==> src/rtl/rf_host_cmd_master.sv <==
// rf_host_cmd_master
// MCU-side initiator for the transceiver configuration protocol (mode 3,
// M1=M0=1). A single-word request is accepted in IDLE. The block then:
//   1. drives the transceiver into mode 3, lets the pins settle and waits
//      for AUX;
//   2. sends the command frame through a byte UART;
//   3. collects and checks the reply (or, for the reset command, waits for
//      an AUX low-then-high pulse);
//   4. restores the caller's mode and reports done/error.
//
// Ports
//   internal_clk        rising-edge clock for all logic
//   rst                 synchronous active-high reset
//   cmd_valid/ready     request handshake; ready only in IDLE
//   cmd_op[2:0]         0 save cfg, 1 temp cfg, 2 read cfg, 3 read version,
//                       4 reset, 5-7 illegal
//   cmd_cfg[39:0]       ADDH,ADDL,SPED,CHAN,OPTION (ADDH in MSB byte)
//   op_mode[1:0]        {M1,M0} used while idle and restored after commands
//   M0, M1              transceiver mode pins
//   AUX                 transceiver ready (1 = idle), asynchronous input
//   tx_data/tx_use      byte and one-cycle send strobe toward UART TX
//   tx_flag             UART TX can accept a byte
//   rx_data/rx_flag     received byte and one-cycle strobe from UART RX
//   rsp_data[47:0]      reply bytes, first byte in MSB of the used width
//   done                one-cycle completion pulse
//   error/err_code      result; 0 AUX timeout, 1 reply timeout,
//                       2 reply mismatch, 3 illegal op
module rf_host_cmd_master #(
  parameter int DATA_WIDTH       = 8,
  parameter int MODE_SETTLE_CLK  = 2000,
  parameter int AUX_TIMEOUT_CLK  = 1000000,
  parameter int RESP_TIMEOUT_CLK = 500000,
  parameter int TX_GAP_CLK       = 2,
  parameter logic [DATA_WIDTH-1:0] HEAD_SAVE   = 8'hC0,
  parameter logic [DATA_WIDTH-1:0] HEAD_TEMP   = 8'hC2,
  parameter logic [DATA_WIDTH-1:0] RET_CONFIG  = 8'hC1,
  parameter logic [DATA_WIDTH-1:0] RET_VERSION = 8'hC3,
  parameter logic [DATA_WIDTH-1:0] RESET_CMD   = 8'hC4
) (
  input  logic                    internal_clk,
  input  logic                    rst,
  input  logic                    cmd_valid,
  output logic                    cmd_ready,
  input  logic [2:0]              cmd_op,
  input  logic [5*DATA_WIDTH-1:0] cmd_cfg,
  input  logic [1:0]              op_mode,
  output logic                    M0,
  output logic                    M1,
  input  logic                    AUX,
  output logic [DATA_WIDTH-1:0]   tx_data,
  output logic                    tx_use,
  input  logic                    tx_flag,
  input  logic [DATA_WIDTH-1:0]   rx_data,
  input  logic                    rx_flag,
  output logic [6*DATA_WIDTH-1:0] rsp_data,
  output logic                    done,
  output logic                    error,
  output logic [1:0]              err_code
);

  localparam int DW = DATA_WIDTH;

  // One shared counter covers settle, AUX and reply timeouts, so it is
  // sized to the largest of them and saturates instead of wrapping.
  localparam int CNT_MAX_A = (MODE_SETTLE_CLK > AUX_TIMEOUT_CLK) ? MODE_SETTLE_CLK : AUX_TIMEOUT_CLK;
  localparam int CNT_MAX   = (CNT_MAX_A > RESP_TIMEOUT_CLK) ? CNT_MAX_A : RESP_TIMEOUT_CLK;
  localparam int CNT_W     = $clog2(CNT_MAX + 1);
  localparam int GAP_W     = (TX_GAP_CLK > 0) ? $clog2(TX_GAP_CLK + 1) : 1;

  localparam logic [CNT_W-1:0] SETTLE_LAST = CNT_W'(MODE_SETTLE_CLK - 1);
  localparam logic [CNT_W-1:0] AUX_LAST    = CNT_W'(AUX_TIMEOUT_CLK - 1);
  localparam logic [CNT_W-1:0] RESP_LAST   = CNT_W'(RESP_TIMEOUT_CLK - 1);
  localparam logic [CNT_W-1:0] CNT_SAT     = '1;
  localparam logic [GAP_W-1:0] GAP_LOAD    = GAP_W'(TX_GAP_CLK);
  localparam logic [3*DW-1:0]  PAD3        = '0;

  localparam logic [3:0] ST_IDLE        = 4'd0;
  localparam logic [3:0] ST_MODE_SET    = 4'd1;
  localparam logic [3:0] ST_WAIT_AUX    = 4'd2;
  localparam logic [3:0] ST_SEND        = 4'd3;
  localparam logic [3:0] ST_RECV        = 4'd4;
  localparam logic [3:0] ST_CHECK       = 4'd5;
  localparam logic [3:0] ST_WAIT_RST    = 4'd6;
  localparam logic [3:0] ST_RESTORE     = 4'd7;
  localparam logic [3:0] ST_RESTORE_AUX = 4'd8;
  localparam logic [3:0] ST_DONE        = 4'd9;

  logic [3:0]       state_reg;
  logic [CNT_W-1:0] cnt_reg;
  logic [CNT_W-1:0] cnt_inc;
  logic [GAP_W-1:0] gap_reg;
  logic [2:0]       op_reg;
  logic [6*DW-1:0]  frame_reg;
  logic [2:0]       tx_len_reg;
  logic [2:0]       rx_len_reg;
  logic [2:0]       idx_reg;
  logic [2:0]       rx_cnt_reg;
  logic             aux_meta_reg;
  logic             aux_sync_reg;
  logic             seen_low_reg;
  logic [1:0]       m_reg;
  logic [DW-1:0]    tx_data_reg;
  logic             tx_use_reg;
  logic [6*DW-1:0]  rsp_reg;
  logic             done_reg;
  logic             error_reg;
  logic [1:0]       err_code_reg;
  logic             ready_en_reg;

  logic [6*DW-1:0]  frame_next;
  logic [2:0]       tx_len_next;
  logic [2:0]       rx_len_next;
  logic             op_illegal;
  logic             accept;
  logic             tx_last;
  logic             rx_last;
  logic             check_ok;
  logic [DW-1:0]    frame_byte [8];

  assign cmd_ready = (state_reg == ST_IDLE) && ready_en_reg;
  assign accept    = cmd_valid && cmd_ready;
  assign M0        = m_reg[0];
  assign M1        = m_reg[1];
  assign tx_data   = tx_data_reg;
  assign tx_use    = tx_use_reg;
  assign rsp_data  = rsp_reg;
  assign done      = done_reg;
  assign error     = error_reg;
  assign err_code  = err_code_reg;

  assign op_illegal = (cmd_op > 3'd4);
  assign cnt_inc    = (cnt_reg == CNT_SAT) ? cnt_reg : cnt_reg + 1'b1;
  assign tx_last    = (idx_reg == tx_len_reg - 3'd1);
  assign rx_last    = (rx_cnt_reg == rx_len_reg - 3'd1);

  // Frame byte i sits at the i-th byte from the MSB of frame_reg; slots 6
  // and 7 only exist so a 3-bit index always addresses a defined entry.
  genvar gi;
  generate
    for (gi = 0; gi < 6; gi++) begin : g_frame_byte
      assign frame_byte[gi] = frame_reg[(6-gi)*DW-1 -: DW];
    end
    for (gi = 6; gi < 8; gi++) begin : g_frame_pad
      assign frame_byte[gi] = '0;
    end
  endgenerate

  // Frame and reply length for the request presented on the inputs.
  always_comb begin
    frame_next  = '0;
    tx_len_next = 3'd3;
    rx_len_next = 3'd6;
    case (cmd_op)
      3'd0: begin
        frame_next  = {HEAD_SAVE, cmd_cfg};
        tx_len_next = 3'd6;
      end
      3'd1: begin
        frame_next  = {HEAD_TEMP, cmd_cfg};
        tx_len_next = 3'd6;
      end
      3'd2: frame_next = {RET_CONFIG, RET_CONFIG, RET_CONFIG, PAD3};
      3'd3: begin
        frame_next  = {RET_VERSION, RET_VERSION, RET_VERSION, PAD3};
        rx_len_next = 3'd4;
      end
      3'd4: begin
        frame_next  = {RESET_CMD, RESET_CMD, RESET_CMD, PAD3};
        rx_len_next = 3'd0;
      end
      default: begin
        frame_next  = '0;
      end
    endcase
  end

  // Reply check. The version reply is only 4 bytes long and is right
  // aligned in rsp_reg, so its first byte sits at [31:24].
  always_comb begin
    check_ok = 1'b1;
    case (op_reg)
      3'd0, 3'd1: check_ok = (rsp_reg == frame_reg);
      3'd2:       check_ok = (rsp_reg[6*DW-1 -: DW] == HEAD_SAVE);
      3'd3:       check_ok = (rsp_reg[4*DW-1 -: DW] == RET_VERSION);
      default:    check_ok = 1'b1;
    endcase
  end

  always_ff @(posedge internal_clk) begin
    if (rst) begin
      state_reg    <= ST_IDLE;
      cnt_reg      <= '0;
      gap_reg      <= '0;
      op_reg       <= '0;
      frame_reg    <= '0;
      tx_len_reg   <= '0;
      rx_len_reg   <= '0;
      idx_reg      <= '0;
      rx_cnt_reg   <= '0;
      aux_meta_reg <= 1'b0;
      aux_sync_reg <= 1'b0;
      seen_low_reg <= 1'b0;
      m_reg        <= 2'b00;
      tx_data_reg  <= '0;
      tx_use_reg   <= 1'b0;
      rsp_reg      <= '0;
      done_reg     <= 1'b0;
      error_reg    <= 1'b0;
      err_code_reg <= 2'd0;
      ready_en_reg <= 1'b0;
    end else begin
      ready_en_reg <= 1'b1;
      aux_meta_reg <= AUX;
      aux_sync_reg <= aux_meta_reg;
      tx_use_reg   <= 1'b0;
      done_reg     <= 1'b0;

      case (state_reg)
        ST_IDLE: begin
          m_reg <= op_mode;
          if (accept) begin
            op_reg       <= cmd_op;
            frame_reg    <= frame_next;
            tx_len_reg   <= tx_len_next;
            rx_len_reg   <= rx_len_next;
            idx_reg      <= '0;
            rx_cnt_reg   <= '0;
            cnt_reg      <= '0;
            gap_reg      <= '0;
            seen_low_reg <= 1'b0;
            rsp_reg      <= '0;
            error_reg    <= 1'b0;
            err_code_reg <= 2'd0;
            if (op_illegal) begin
              // Rejected without touching the pins.
              done_reg     <= 1'b1;
              error_reg    <= 1'b1;
              err_code_reg <= 2'd3;
            end else begin
              // Pins switch on the accept edge so the full settle window
              // is spent in mode 3.
              m_reg     <= 2'b11;
              state_reg <= ST_MODE_SET;
            end
          end
        end

        ST_MODE_SET: begin
          m_reg <= 2'b11;
          if (cnt_reg == SETTLE_LAST) begin
            cnt_reg   <= '0;
            state_reg <= ST_WAIT_AUX;
          end else begin
            cnt_reg <= cnt_inc;
          end
        end

        ST_WAIT_AUX: begin
          if (aux_sync_reg) begin
            cnt_reg   <= '0;
            state_reg <= ST_SEND;
          end else if (cnt_reg == AUX_LAST) begin
            error_reg    <= 1'b1;
            err_code_reg <= 2'd0;
            cnt_reg      <= '0;
            m_reg        <= op_mode;
            state_reg    <= ST_RESTORE;
          end else begin
            cnt_reg <= cnt_inc;
          end
        end

        ST_SEND: begin
          // After each byte tx_flag is ignored for TX_GAP_CLK cycles,
          // giving a minimum pulse spacing of TX_GAP_CLK+1.
          if (gap_reg != '0) begin
            gap_reg <= gap_reg - 1'b1;
          end else if (tx_flag) begin
            tx_use_reg  <= 1'b1;
            tx_data_reg <= frame_byte[idx_reg];
            idx_reg     <= idx_reg + 3'd1;
            gap_reg     <= GAP_LOAD;
            if (tx_last) begin
              cnt_reg      <= '0;
              seen_low_reg <= 1'b0;
              state_reg    <= (op_reg == 3'd4) ? ST_WAIT_RST : ST_RECV;
            end
          end
        end

        ST_RECV: begin
          if (rx_flag) begin
            rsp_reg    <= {rsp_reg[5*DW-1:0], rx_data};
            rx_cnt_reg <= rx_cnt_reg + 3'd1;
          end
          // The final byte takes priority over a timeout in the same cycle.
          if (rx_flag && rx_last) begin
            state_reg <= ST_CHECK;
          end else if (cnt_reg == RESP_LAST) begin
            error_reg    <= 1'b1;
            err_code_reg <= 2'd1;
            cnt_reg      <= '0;
            m_reg        <= op_mode;
            state_reg    <= ST_RESTORE;
          end else begin
            cnt_reg <= cnt_inc;
          end
        end

        ST_CHECK: begin
          if (!check_ok) begin
            error_reg    <= 1'b1;
            err_code_reg <= 2'd2;
          end
          cnt_reg   <= '0;
          m_reg     <= op_mode;
          state_reg <= ST_RESTORE;
        end

        ST_WAIT_RST: begin
          // The module reboots: AUX must drop and come back.
          if (!seen_low_reg && !aux_sync_reg) begin
            seen_low_reg <= 1'b1;
          end
          if (seen_low_reg && aux_sync_reg) begin
            cnt_reg   <= '0;
            m_reg     <= op_mode;
            state_reg <= ST_RESTORE;
          end else if (cnt_reg == AUX_LAST) begin
            error_reg    <= 1'b1;
            err_code_reg <= 2'd0;
            cnt_reg      <= '0;
            m_reg        <= op_mode;
            state_reg    <= ST_RESTORE;
          end else begin
            cnt_reg <= cnt_inc;
          end
        end

        ST_RESTORE: begin
          m_reg <= op_mode;
          if (cnt_reg == SETTLE_LAST) begin
            cnt_reg   <= '0;
            state_reg <= ST_RESTORE_AUX;
          end else begin
            cnt_reg <= cnt_inc;
          end
        end

        ST_RESTORE_AUX: begin
          m_reg <= op_mode;
          if (aux_sync_reg) begin
            done_reg  <= 1'b1;
            state_reg <= ST_DONE;
          end else if (cnt_reg == AUX_LAST) begin
            // An earlier error is the root cause; keep it.
            if (!error_reg) begin
              error_reg    <= 1'b1;
              err_code_reg <= 2'd0;
            end
            done_reg  <= 1'b1;
            state_reg <= ST_DONE;
          end else begin
            cnt_reg <= cnt_inc;
          end
        end

        ST_DONE: begin
          m_reg     <= op_mode;
          state_reg <= ST_IDLE;
        end

        default: begin
          state_reg <= ST_IDLE;
        end
      endcase
    end
  end

endmodule

==> config.mk <==
export PLATFORM = sky130hd
export DESIGN_NAME = rf_host_cmd_master
export DESIGN_NICKNAME = d
export VERILOG_FILES = /design/src/rtl/rf_host_cmd_master.sv
export SDC_FILE = /design/constraint.sdc
export NUM_CORES = 1
export LEC_CHECK = 0
export BUFFER_PORTS_ARGS = -buffer_cell sky130_fd_sc_hd__buf_2
export CELL_PAD_IN_SITES_DETAIL_PLACEMENT = 1
export CELL_PAD_IN_SITES_GLOBAL_PLACEMENT = 1
export CORE_MARGIN = 2
export CORE_UTILIZATION = 35
export CTS_CLUSTER_SIZE = 40
export DETAILED_ROUTE_END_ITERATION = 12
export MAX_ROUTING_LAYER = met4
export PLACE_DENSITY_LB_ADDON = 0.1
export SYNTH_ARGS = -nofsm -noshare
export SYNTH_HDL_FRONTEND = slang
export SYNTH_SLANG_ARGS = --single-unit
==> constraint.sdc <==
create_clock -name internal_clk -period 4.1 [get_ports internal_clk]
set_input_delay 0.41 -clock internal_clk [delete_from_list [all_inputs] [get_ports internal_clk]]
set_output_delay 0.41 -clock internal_clk [all_outputs]
set_load 0.02 [all_outputs]
==> results of run 1 <==
power groups by stage:
stage | sequential, mW | clock, mW | combinational [mW]
2_1_floorplan | 1.69 | 0 | 0.745
3_3_place_gp | 1.72 | 0 | 1.04
3_5_place_dp | 1.72 | 0 | 1.04
4_1_cts | 1.69 | 1.60 | 1.04
5_1_grt | 1.71 | 1.67 | 1.15
6_report | 1.69 | 1.57 | 1.04
worst paths after layout:
kind                       from            end  slack, ns  cells past startpoint
setup / recovery   state_reg[2]    err_code[1]       0.77                      7
hold / removal              AUX   aux_meta_reg       0.20                      2
setup reg to reg   state_reg[2]    err_code[1]       0.77                      7
hold reg to reg   tx_len_reg[1]  tx_len_reg[1]       0.47                      2
cell type report:
class | count | area, um2
fillers | 2515 | 11600
well taps | 270 | 338
flip-flops and latches | 151 | 3020
inverters | 12 | 45.0
clock buffers | 18 | 429
repair buffers | 132 | 686
clock inverters | 14 | 159
multi-input cells | 691 | 3980
cells in the final DEF (no fill, tap or decap), types with 6 or more instances in the layout:
cell type    n
mux2i_1      6
nor2_1      73
buf_2      122
o211ai_1     9
dfxtp_1    151
ha_1         6
buf_4       10
mux2_2      13
nand3_1     54
xnor2_1     60
inv_1       10
nand4_1     19
a21oi_1    121
nand2_1    177
clkbuf_16   17
a22oi_1      8
o21ai_0     15
or3_1        8
a211oi_1    12
nor4_1      10
nor3_1      19
routing by layer:
metal | wire, um | GRT usage [%] | vias up | part of all wire (%)
li1 | - | - | 3375 | -
met1 | 12700 | 34.6 | 3372 | 51
met2 | 10900 | 34.6 | 165 | 44
met3 | 981 | 2.96 | 15 | 3.9
met4 | 213 | 5.57 | 0 | 0.86
met5 | 0 | - | - | 0
cells by family after synthesis:
kind of cell | after synthesis | share of synthesized area (%)
AO/OA/AOI/OAI | 194 | 15.9
multiplexers | 24 | 4.40
buffers and inverters | 70 | 3.95
AND/OR/NAND/NOR | 403 | 25.4
adder cells (fa/ha/maj) | 6 | 1.03
XOR/XNOR | 64 | 7.72
flip-flops | 151 | 41.6
==> metrics.txt, run 1 <==
Clock Power Share=36.6%; Yosys top cell area share=41.6%; Synth area leaders=dfxtp_1, nand2_1, a21oi_1; clock root buffer=clkbuf_16; H-tree lvl count=4; Avg Cell Area, Syn=7.96 um2; total negative setup slack=0 ns; clk sinks=151; f_max=300 MHz; GRT Overall Usage=23.6%; Hold WC Path Type=in -> reg; routed len/inst=19.3 um; ANT nets after route=0; # IOs=123; initial DRC count=594; Netlist cell types=60; core area=0.0203 mm2; post-route worst setup slack=0.766 ns; CTS Hold Bufs=0; final wirelength=24.9 mm; Post-synth EDFFs=0; Worst setup EP type=register; Total Power Consumption=4.31 mW; share of layout cells above drive strength 1=19.7%; post-route cell area=0.00866 mm2; fin cells=1288; Clock Pin Slew Worst Setup and Hold Paths=0.07 ns; final worst path period share=81.3%; Async SR Flop Fraction=0%; Post-Syn Area=0.00726 mm2; Remaining DRCs=0; synthesis warning total=0; clock insertion delay at the later pin of the skew report=0.42 ns; TritonCTS clock tree=done; CP max stage delay=0.70 ns; unrepaired setup endpoints after global routing=false; die width=148 um; area delta synth->final=19.3%; flops & latches, synth=151; number of global-route vias before repair=6802; Setup WS pre-CTS=0.918 ns; register share of total power=39.3%; Post-synth top cells=nand2_1, dfxtp_1, a21oi_1, nor2_1, xnor2_1; Synth Flop Type=dfxtp_1; CP Max Fanout=17; antenna violations before repair=0; Relative slew margins=26.2%; MaxCap Viol Count=0; die footprint=0.0219 mm2; die height=148 um; fin nets=1070; first-pass GRT wire length=39.2 mm; actual slew at the worst max-slew pin=1.10 ns; Slowest-stage cell, CP=dfxtp_1; placed insts=1256; final slew viol count=0; CP cell instances=nor3b_1 -> nand2_1 -> a2111oi_0 -> nand4_1 -> and3b_1 -> and2_1 -> a311oi_1; CP Class=reg -> reg; Layout Utilization=42.7%; IO buf count=122; Pwr Density=497 mW/mm2; # setup viols final=0; count of cells resized by post-cts repair=0; Buf+Inv Stages, Crit Path=0; Worst Path Arrival=3.66 ns; drt pass-1 iters=5; nature of the critical path startpoint=register; Switching Fraction=35.5%; Worst path top cell family by delay=simple AND/OR/NAND/NOR gates; routed vias/inst=5.38; total gr overflow=0; Syn Nets=977; Num CTS Buffers=17; Seq/Total Area, Yosys=41.6%; Lkg Pwr=3.12 nW; Longest Clk Path Bufs=2; Post-DP Area=0.00807 mm2; via count=6927; outcome=complete, no violations; n_diodes=0; Critical Path RT=4.43 ns; max reg flops=48; post-route minimum period=3.33 ns; peak supply drop=276 uV; hold slack=0.196 ns; initial core utilization=35.8%; top cell type by total area after synthesis=dfxtp_1; endpoints failing hold=0; part of the power in combinational logic=24.1%; top-count cell post-synth=nand2_1; largest net degree at the start of global routing=77; Setup Fix Bufs, Post-CTS=0; Net Sw Power=1.53 mW; Final Skew=0.00850 ns; Syn Inst Count=912; internal power=2.78 mW; hpwl dp=18.1 mm; routability cong.=0.883; FP Rows=52
(Power assumes the default switching activity.)
==> inputs of run 2 (changes only) <==
clock period = 3.16 ns   (was 4.1 ns; I/O delays follow)
==> metrics.txt, run 2 (same netlist as run 1, synthesis figures left out) <==
Final Skew=0.0150 ns (+0.00645 ns); # IOs=123 (unchanged); FP Rows=52 (unchanged); MaxCap Viol Count=0 (unchanged); hpwl dp=18.3 mm (+1.2%); Worst setup EP type=register; unrepaired setup endpoints after global routing=false; Relative slew margins=41.2% (+15 points); first-pass GRT wire length=39.6 mm (+1.1%); Longest Clk Path Bufs=2 (unchanged); clk sinks=151 (unchanged); n_diodes=0 (unchanged); max reg flops=48 (unchanged); area delta synth->final=20.9%; final wirelength=25.0 mm (+0.69%); die height=148 um (unchanged); routed vias/inst=5.35 (-0.61%); TritonCTS clock tree=done; routability cong.=0.843 (-4.5%); H-tree lvl count=4 (unchanged); ANT nets after route=0 (unchanged); clock insertion delay at the later pin of the skew report=0.43 ns (about the same); largest net degree at the start of global routing=77 (unchanged); drt pass-1 iters=5 (unchanged); actual slew at the worst max-slew pin=0.882 ns (-0.222 ns); final worst path period share=86.5% (+5.2 points); Hold WC Path Type=in -> reg; Worst Path Arrival=3.06 ns (-0.60 ns); die width=148 um (unchanged); CTS Hold Bufs=0 (unchanged); f_max=366 MHz (+22%); post-route minimum period=2.73 ns (-0.600 ns); Setup Fix Bufs, Post-CTS=0 (unchanged); number of global-route vias before repair=6790 (-0.18%); Pwr Density=644 mW/mm2 (+30%); outcome=complete, no violations; # fillers=2511 (-0.16%); via count=6949 (+0.32%); endpoints failing hold=0 (unchanged); initial DRC count=439 (-26%); hold slack=0.102 ns (-0.0935 ns); final slew viol count=0 (unchanged); Remaining DRCs=0 (unchanged); fin nets=1082 (+1.1%); CP Max Fanout=17 (unchanged); share of layout cells above drive strength 1=20.8% (+1.0 points); Lkg Pwr=3.20 nW (+2.6%); commonest non-fill, non-tap cell in the layout=nand2_1; count of cells resized by post-cts repair=0 (unchanged); initial core utilization=35.8% (unchanged); Num CTS Buffers=17 (unchanged); Clock Pin Slew Worst Setup and Hold Paths=0.07 ns (about the same); die footprint=0.0219 mm2 (unchanged); routed len/inst=19.3 um (-0.24%); GRT Overall Usage=23.8% (+0.20 points); CP Class=reg -> reg; most frequent cells in the layout=nand2_1, dfxtp_1, buf_2, a21oi_1, nor2_1; nature of the critical path startpoint=register; clock root buffer=clkbuf_16; peak supply drop=358 uV (+30%); core area=0.0203 mm2 (unchanged); # setup viols final=0 (unchanged); total gr overflow=0 (unchanged); Critical Path RT=3.49 ns (-0.94 ns); total negative setup slack=0 ns (unchanged); IO buf count=122 (unchanged); antenna violations before repair=0 (unchanged)
==> run 2: changes by cell type in the layout (fill, tap and decap cells not counted), sizes merged <==
cell,delta
clkinv,-2
bufinv,-1
buf,+12
clkinvlp,-2
inv,+5
==> run 2: area by class of cell <==
class	count	area (um2)	area share, %
multi-input combinational	691	3980	45.3
sequential	151	3020	34.4
timing repair buffer	144	813	9.26
clock buffer	18	439	5.00
tap	270	338	3.85
clock inverter	14	143	1.62
inverter	12	45.0	0.513
==> run 2: where the power goes <==
group          total [mW]  internal (mW)  switching [mW]
logic                1.47          0.519           0.949
registers            2.16           2.02           0.139
clock network        2.03           1.08           0.950
==> run 2: final timing paths <==
path / cells past startpoint / startpoint / slack, ns / to
worst max-delay path: 7 / state_reg[2] / 0.43 / err_code[1]
worst max register to register: 7 / state_reg[2] / 0.43 / err_code[1]
worst min register to register: 2 / tx_len_reg[1] / 0.47 / tx_len_reg[1]
worst min-delay path: 2 / AUX / 0.10 / aux_meta_reg
==> run 2: metal layers <==
layer,GRT usage (%),vias up,wire length [um]
met5,-,-,0
met4,4.67,0,166
met3,3.43,14,1030
met2,35.1,152,11100
met1,34.9,3381,12700
li1,-,3402,-
==> run 2: stage by stage <==
stage | total power, mW | std cells | setup WS, ns | utilization, % | instance area (um2)
finish | 5.66 | 1300 | 0.426 | 43.3 | 8780
CTS | 5.71 | 1300 | 0.416 | 43.3 | 8780
global placement | 3.66 | 1268 | 0.645 | 40.4 | 8200
global route | 5.95 | 1300 | 0.219 | 43.3 | 8780
floorplan | 3.16 | 912 | 0.742 | - | 7260
detailed placement | 3.67 | 1268 | 0.616 | 40.4 | 8200
==> run 2: critical path, stage by stage (launching register included) <==
cell,delay (ns)
dfxtp_1,0.67
nor3b_1,0.45
nand2_1,0.13
a2111oi_0,0.50
nand4_1,0.21
and3b_1,0.25
and2_1,0.18
a311oi_1,0.25
==> inputs of run 3 (changes only) <==
ABC_CLOCK_PERIOD_IN_PS = 2750   (was default)
CORE_MARGIN = 1.5   (was 2)
clock period = 2.75 ns   (was 3.16 ns; I/O delays follow)
==> metrics.txt, run 3 (same netlist as run 1, synthesis figures left out) <==
f_max=404 MHz (+10%); max reg flops=48 (unchanged); fin nets=1100 (+1.7%); most frequent cells in the layout=nand2_1, dfxtp_1, buf_2, a21oi_1, nor2_1; Num CTS Buffers=17 (unchanged); Lkg Pwr=3.26 nW (+1.9%); unrepaired setup endpoints after global routing=false; IO buf count=122 (unchanged); Slowest-stage cell, CP=or4_1; CP Max Fanout=6 (-11); post-route minimum period=2.48 ns (-0.257 ns); MaxCap Viol Count=0 (unchanged); fin cells=1318 (+1.4%); peak supply drop=386 uV (+7.8%); die footprint=0.0216 mm2 (-1.3%); Worst setup EP type=register; clk sinks=151 (unchanged); largest net degree at the start of global routing=51 (-34%); share of layout cells above drive strength 1=22.0% (+1.3 points); CP max stage delay=0.54 ns (-0.13 ns); GRT Overall Usage=24.6% (+0.79 points); WHS Endpoint=aux_meta_reg; final worst path period share=90.1% (+3.6 points); final slew viol count=0 (unchanged); n_diodes=0 (unchanged); Hold WC Path Type=in -> reg; TritonCTS clock tree=done; hold path cells=2 (unchanged); clock root buffer=clkbuf_16; area delta synth->final=22.4%; clock insertion delay at the later pin of the skew report=0.42 ns (about the same); reg2reg start=cnt_reg[6]; die width=147 um (-0.68%); initial DRC count=451 (+2.7%); hold wc startpoint=AUX; Worst Path Arrival=2.82 ns (-0.24 ns); Net Sw Power=2.29 mW (+13%); endpoints failing hold=0 (unchanged); Worst path top cell family by delay=compound AO/OA/AOI/OAI gates; met1 WL=12.6 mm (-1.1%); final wirelength=25.4 mm (+1.4%); Critical Path RT=3.09 ns (-0.40 ns); Setup WS pre-CTS=0.260 ns (-0.356 ns); via count=7060 (+1.6%); # fillers=2514 (+0.12%); post-route worst setup slack=0.273 ns (-0.153 ns); Pwr Density=725 mW/mm2 (+12%); ANT nets after route=0 (unchanged); actual slew at the worst max-slew pin=0.563 ns (-0.319 ns); initial core utilization=35.8% (unchanged); die height=147 um (-0.68%); register share of total power=38.4% (+0.2 points); outcome=complete, no violations; FP Rows=52 (unchanged); routed len/inst=19.3 um (about the same); r2r endpoint=state_reg[0]; internal power=4.14 mW (+14%); Reg area=0.00302 mm2 (unchanged); antenna violations before repair=0 (unchanged); area of the multi-input gates=0.00398 mm2 (about the same); R2R setup slack=0.27 ns (-0.15 ns); number of global-route vias before repair=6952 (+2.4%); part of the power in combinational logic=27.2% (+1.3 points); nature of the critical path startpoint=register; total negative setup slack=0 ns (unchanged); Relative slew margins=62.1% (+21 points); H-tree lvl count=4 (unchanged); routed vias/inst=5.36 (+0.21%); commonest non-fill, non-tap cell in the layout=nand2_1; Clock Power Share=34.4% (-1.5 points); Buf+Inv Stages, Crit Path=0 (unchanged); Clock Pin Slew Worst Setup and Hold Paths=0.07 ns (about the same); Switching Fraction=35.6% (-0.39 points); Final Skew=0.00932 ns (-0.00564 ns); # setup viols final=0 (unchanged); routability cong.=0.883 (+4.6%); CP cell instances=or3_1 -> or4_1 -> o21ai_2 -> o211ai_2 -> a211oi_4 -> a21oi_1 -> a311oi_1; top sig layer=met4; Total Power Consumption=6.44 mW (+14%); placed insts=1285 (+1.3%); r2r worst-path depth=7 (unchanged); Remaining DRCs=0 (unchanged); met3 wire length=1.18 mm (+14%); core area=0.0203 mm2 (unchanged); total gr overflow=0 (unchanged); # IOs=123 (unchanged); met2 WL=11.3 mm (+2.1%); hpwl dp=18.8 mm (+2.8%); CP Class=reg -> reg; drt pass-1 iters=5 (unchanged); first-pass GRT wire length=39.9 mm (+0.89%); Longest Clk Path Bufs=2 (unchanged)
## run 3: cell types whose count changed in the layout (fill, tap and decap cells not counted), moves of 2 or more
cell        delta
buf_4         +18
clkinvlp_4     +3
inv_6          -3
inv_8          -3
clkinv_2       +2
clkinv_4       +2
## run 3: repair_timing
action                     4_1_cts  5_1_grt
resized for setup                0        2
hold buffers                     0        0
setup endpoints to repair        0        7
hold endpoints to repair         0        0
buffers inserted                 0        1
## run 3: metal layers
metal,GRT usage [%],vias to the layer above
li1,-,3423
met1,35.4,3433
met2,36.4,184
met3,3.14,20
met4,6.35,0
met5,-,-
## run 3: worst reg2reg max path, cell delays in order (launching register included)
cell and delay [ns]:
dfxtp_1 0.36, or3_1 0.41, or4_1 0.54, o21ai_2 0.22, o211ai_2 0.16, a211oi_4 0.35, a21oi_1 0.11, a311oi_1 0.24
## run 3: layout make-up
| cell class | instances | share of cell area, % |
|---|---|---|
| Clock buffer | 18 | 4.83 |
| Clock inverter | 14 | 1.31 |
| Inverter | 12 | 0.507 |
| Multi-Input combinational cell | 691 | 44.8 |
| Sequential cell | 151 | 34.0 |
| Tap cell | 270 | 3.80 |
| Timing Repair Buffer | 162 | 10.7 |
## run 3: power groups by stage
stage | registers, mW | clock network, mW | logic (mW)
floorplan | 2.52 | 0 | 1.11
global placement | 2.52 | 0 | 1.71
detailed placement | 2.52 | 0 | 1.73
CTS | 2.47 | 2.25 | 1.74
global route | 2.49 | 2.36 | 1.91
finish | 2.47 | 2.21 | 1.75
## run 3: worst max path at each step
stage	from	end	slack, ns	cells after the start
after floorplan	tx_len_reg[0]	cnt_reg[8]	0.33	9
after global placement	cnt_reg[6]	cnt_reg[8]	0.34	7
after detailed placement	cnt_reg[6]	cnt_reg[4]	0.26	7
after CTS	state_reg[1]	err_code[1]	0.20	8
after global routing	state_reg[1]	err_code[1]	0.02	8
final	cnt_reg[6]	state_reg[0]	0.27	7
## run 3: per-stage QoR
stage               utilization [%]  area, um2  hold slack [ns]
finish                         43.8       8880           0.0561
global placement               41.0       8320            0.430
CTS                            43.7       8870           0.0412
detailed placement             41.0       8320            0.449
global route                   43.8       8880           0.0766
floorplan                         -       7260            0.403
